### src/rtl/cache_pmu_mc.sv
// Multi-channel cache performance monitor: per-port access, miss and stall
// counters with a snapshot shadow bank and a combinational readout mux.
module cache_pmu_mc #(
    parameter int  NUM_CH   = 2,
    parameter int  CNT_W    = 32,
    parameter bit  SATURATE = 1'b1,
    localparam int CH_W     = (NUM_CH > 1) ? $clog2(NUM_CH) : 1
) (
    input  logic              clk,
    input  logic              rst,
    input  logic              pmu_en,
    input  logic              pmu_clr,
    input  logic              pmu_snap,
    input  logic [NUM_CH-1:0] cache_ren,
    input  logic [NUM_CH-1:0] cache_wen,
    input  logic [NUM_CH-1:0] cache_stall,
    input  logic [CH_W-1:0]   rd_ch,
    input  logic [2:0]        rd_sel,
    output logic [CNT_W-1:0]  rd_data,
    output logic [NUM_CH-1:0] ovf
);

    typedef enum logic {IDLE, STALL} state_t;

    function automatic logic [CNT_W-1:0] bump(input logic [CNT_W-1:0] v);
        if (SATURATE && (v == '1)) return v;
        return v + 1'b1;
    endfunction

    logic [CNT_W-1:0] ch_data [NUM_CH];

    for (genvar c = 0; c < NUM_CH; c++) begin : g_ch
        state_t           state, state_nx;
        logic             cause, cause_nx;
        logic [CNT_W-1:0] run, run_nx;
        logic [CNT_W-1:0] live   [7];
        logic [CNT_W-1:0] shadow [7];
        logic [5:0]       inc;
        logic             ovf_q;

        // inc bits follow the counter numbering: 0 rd, 1 wr, 2/3 misses, 4/5 stall cycles
        always_comb begin
            state_nx = state;
            cause_nx = cause;
            run_nx   = run;
            inc      = '0;
            case (state)
                IDLE: begin
                    inc[0] = cache_ren[c];
                    inc[1] = cache_wen[c];
                    if (cache_stall[c] && cache_ren[c]) begin
                        inc[2]   = 1'b1;
                        inc[4]   = 1'b1;
                        cause_nx = 1'b0;
                        run_nx   = {{(CNT_W-1){1'b0}}, 1'b1};
                        state_nx = STALL;
                    end else if (cache_stall[c] && cache_wen[c]) begin
                        inc[3]   = 1'b1;
                        inc[5]   = 1'b1;
                        cause_nx = 1'b1;
                        run_nx   = {{(CNT_W-1){1'b0}}, 1'b1};
                        state_nx = STALL;
                    end
                end
                STALL: begin
                    if (cache_stall[c]) begin
                        if (cause) inc[5] = 1'b1;
                        else       inc[4] = 1'b1;
                        run_nx = bump(run);
                    end else begin
                        state_nx = IDLE;
                        cause_nx = 1'b0;
                        run_nx   = '0;
                    end
                end
                default: state_nx = IDLE;
            endcase
        end

        // Snapshot samples pre-edge values, so it composes with a same-cycle clear
        always_ff @(posedge clk or posedge rst) begin
            if (rst) begin
                state <= IDLE;
                cause <= 1'b0;
                run   <= '0;
                ovf_q <= 1'b0;
                for (int k = 0; k < 7; k++) begin
                    live[k]   <= '0;
                    shadow[k] <= '0;
                end
            end else begin
                state <= state_nx;
                cause <= cause_nx;
                if (pmu_snap) begin
                    for (int k = 0; k < 7; k++) shadow[k] <= live[k];
                end
                if (pmu_clr) begin
                    run   <= '0;
                    ovf_q <= 1'b0;
                    for (int k = 0; k < 7; k++) live[k] <= '0;
                end else begin
                    run <= run_nx;
                    if (pmu_en) begin
                        for (int k = 0; k < 6; k++) begin
                            if (inc[k]) begin
                                if (live[k] == '1) ovf_q <= 1'b1;
                                live[k] <= bump(live[k]);
                            end
                        end
                        if (run_nx > live[6]) live[6] <= run_nx;
                    end
                end
            end
        end

        assign ch_data[c] = (rd_sel == 3'd7) ? '0 : shadow[rd_sel];
        assign ovf[c]     = ovf_q;
    end

    always_comb begin
        rd_data = '0;
        if (32'(rd_ch) < NUM_CH) rd_data = ch_data[rd_ch];
    end

endmodule

### config.mk
export PLATFORM = sky130hd
export DESIGN_NAME = cache_pmu_mc
export DESIGN_NICKNAME = d
export VERILOG_FILES = /design/src/rtl/cache_pmu_mc.sv
export SDC_FILE = /design/constraint.sdc
export NUM_CORES = 2
export LEC_CHECK = 0
export ABC_CLOCK_PERIOD_IN_PS = 64000
export BUFFER_PORTS_ARGS = -buffer_cell sky130_fd_sc_hd__buf_4
export CELL_PAD_IN_SITES_DETAIL_PLACEMENT = 1
export CELL_PAD_IN_SITES_GLOBAL_PLACEMENT = 1
export CORE_MARGIN = 2
export CORE_UTILIZATION = 40
export DETAILED_ROUTE_END_ITERATION = 16
export PLACE_DENSITY = 0.69
export SKIP_LAST_GASP = 1
export SLEW_MARGIN = 20
export SYNTH_ARGS = -nofsm -noshare
export SYNTH_HDL_FRONTEND = slang
export SYNTH_SLANG_ARGS = --single-unit
### constraint.sdc
create_clock -name clk -period 64 [get_ports clk]
set_input_delay 12.8 -clock clk [delete_from_list [all_inputs] [get_ports clk]]
set_output_delay 12.8 -clock clk [all_outputs]
set_load 0.05 [all_outputs]
==> flow_summary_export.csv <==
group,metric,value,unit
clock_tree,htreeDepth,3,
logic_synthesis,async_flop_share,100,%
finish,multi_input_area,22700,um^2
logic_synthesis,synthCells,4482,
critical_path,worstPathArrival,15650,ps
routing,drc,0,
logic_synthesis,synth_edf_count,0,
timing,maxSlewViolCount,0,
logic_synthesis,synth_cell_types,79,
logic_synthesis,syn_avg_cell_area,10.7,um^2
logic_synthesis,yosys_warnings,0,
clock_tree,insertion_delay,740,ps
floorplanning,rows,127,
grt,grt_start_max_net_pins,163,
place,place_congestion,0.946,
floorplanning,die_w,351,um
logic_synthesis,synthFlopType,"dfrtp_1",
clock_tree,cts_root_buf,"clkbuf_16",
critical_path,critPathMaxStageDelay,720,ps
clock_tree,clockBufferDepth,3,
clock_tree,cts_buffers,107,
critical_path,crit_slowest_cell,"buf_4",
timing,hold_slack,502,ps
grt,gr-total-overflow,0,
timing,worstMarginPinSlew,1090,ps
finish,area_growth,11.8,%
logic_synthesis,yosys-top-cells-area,"dfrtp_1 (50%), mux2_2 (10%), nor2_1 (4.2%)",
clock_tree,postCtsSetupBuffers,0,
logic_synthesis,ys_seq_area_share,50.2,%
power,p_leak,24.1,nW
logic_synthesis,synth_top_area_cell,"dfrtp_1",
place,dpl-instance-area,50100,um^2
critical_path,crit_start,"rd_sel[0]",
routing,detail-route-antenna-nets,0,
floorplanning,die_y,351,um
timing,grt_setup_unrepaired,"false",
finish,post-route-cell-area,53900,um^2
grt,grt_pass1_vias,36700,
floorplanning,start_util,40.2,%
timing,fin_ws,35550,ps
place,port_buffers,48,
timing,period_share,44.5,%
routing,vias,35800,
timing,hold_viol,0,
clock_tree,cts_tree,"done",
timing,skew,35.5,ps
place,dp_slack,35600,ps
power,peakVddDrop,0.0310,mV
grt,antenna_found_initial,8,
run_status,outcome,"complete, no violations",
routing,dr.pass1.iters,7,
critical_path,critical_path_required,51200,ps
timing,setup_viol,0,
finish,final_common_cell,"dfrtp_1",
finish,ff_latch_area,24200,um^2
critical_path,r2r-end,"g_ch[1].live[30]",
timing,timing.fmax,35.2,MHz
timing,finalSetupTns,0,ps
routing,viasPerCell,5.81,
timing,fin_crit,28450,ps
worst_hold_path,hold_class,"flip-flop to flip-flop",
critical_path,critPathCapture,"rd_data[2]",
logic_synthesis,synth.top_cell.area_share,50.2,%
critical_path,endpoint_kind,"output port",
logic_synthesis,synth_seq_cells,966,
finish,mostFrequentLayoutCells,"dfrtp_1 (966), nor2_1 (536), mux2_2 (448)",
job,drv_cap,0,
critical_path,crit_chain,"buf_6 -> buf_4 -> mux4_2 -> mux2i_1 -> o21ai_0 -> buf_4",
floorplanning,die_area,123000,um^2
grt,grt_first_pass_wirelength,240,mm
critical_path,regToRegStartpoint,"g_ch[1].run[8]",
grt,groute.usage.overall,25.8,%
critical_path,path_common_cell,"buf_4",
power,powerDensity,28.1,nW/um^2
finish,fillers,13000,
routing,routed_wl,158,mm
place,hpwl,114,mm
critical_path,crit_type,"primary input to output port",
critical_path,r2r_cells,14,
logic_synthesis,syn_nets,4575,
floorplanning,io_pins,49,
logic_synthesis,synth_area,48200,um^2
critical_path,cp-start-kind,"primary input",
clock_tree,clk_pin_slew,60,ps
routing,wl_per_cell,25.6,um
floorplanning,core_area,120000,um^2
finish,drive_above_1_share,18.3,%
clock_tree,cts_hold_buf,0,
routing,drt_iter0_markers,2747,
critical_path,rrSetupSlack,58660,ps
finish,final_nets,4547,
critical_path,cp_max_fo,84,
clock_tree,cts_sinks,966,
clock_tree,cts_resized,0,
timing,slew_headroom,27.0,%
==> worst max-delay path, delay by kind of cell <==
kind	cells	cell delay, ps
muxes	2	410
buffers and inverters	3	1650
AOI/OAI and AO/OA	1	680
==> metal layers <==
metal / vias up / global-route usage (%) / part of all wire (%)
met4: 2 / 15.0 / 6.7
met1: 18700 / 34.5 / 43
met3: 269 / 3.38 / 4.6
met5: - / 0 / 0.0076
met2: 805 / 40.4 / 46
li1: 16000 / - / -
==> cell usage after synthesis (66+ instances only) <==
library cell,n
dfrtp_1,966
nor2_1,536
mux2_2,448
nand2_1,293
clkbuf_1,212
xor2_1,202
nand3_1,200
o21ai_0,160
nand4_1,154
xnor2_1,133
inv_1,107
a21oi_1,100
mux2i_1,79
ha_1,78
and2_1,72
nor3_1,72
and3_1,66
==> report_power, final <==
part           switching, mW  internal (mW)  leakage [nW]
registers             0.0301          0.636          13.5
logic                  0.124         0.0670          8.79
clock network          0.271          0.383          1.85
total                  0.425           1.09          24.1
==> worst min-delay path by stage <==
stage | end | slack, ps | startpoint | cells after the start
after detailed placement | g_ch[0].shadow[154] | 490 | g_ch[0].shadow[154] | 1
final | g_ch[1].shadow[1] | 500 | g_ch[1].live[1] | 1
after floorplan | g_ch[0].cause | 470 | g_ch[0].cause | 1
after CTS | g_ch[0].shadow[154] | 500 | g_ch[0].shadow[154] | 1
after global placement | g_ch[0].shadow[129] | 490 | g_ch[0].shadow[129] | 1
after global routing | g_ch[0].shadow[154] | 520 | g_ch[0].shadow[154] | 1
==> area by class of cell <==
cell class,instances,share of cell area [%]
clock buffer,157,5.99
timing repair buffer,98,1.42
clock inverter,42,0.967
antenna,6,0.0279
sequential,966,44.9
multi-input combinational,3173,42.2
tap,1612,3.75
inverter,108,0.767
==> metrics by stage <==
stage	cells	total power, mW	utilization [%]
global placement	5957	0.862	41.9
global route	6156	1.57	45.0
floorplan	4482	0.802	-
finish	6162	1.51	45.0
detailed placement	5957	0.867	41.9
CTS	6156	1.52	45.0
==> cell families after synthesis <==
logic type               Yosys count  synth area share, %
multiplexers                     591                 15.1
flip-flops                       966                 50.2
buffers and inverters            343                 2.70
XOR/XNOR                         335                 6.09
adder cells (fa/ha/maj)           78                 2.03
AO/OA/AOI/OAI                    529                 6.99
AND/OR/NAND/NOR                 1640                 16.9
==> sequential cells by signal, indices dropped and copies added, names as in the netlist <==
register	flops
g_ch.shadow	448
g_ch.live	448
g_ch.state	2
g_ch.cause	2
g_ch.run	64
g_ch.ovf_q	2
Note: power is estimated with default switching activity, not from simulation.
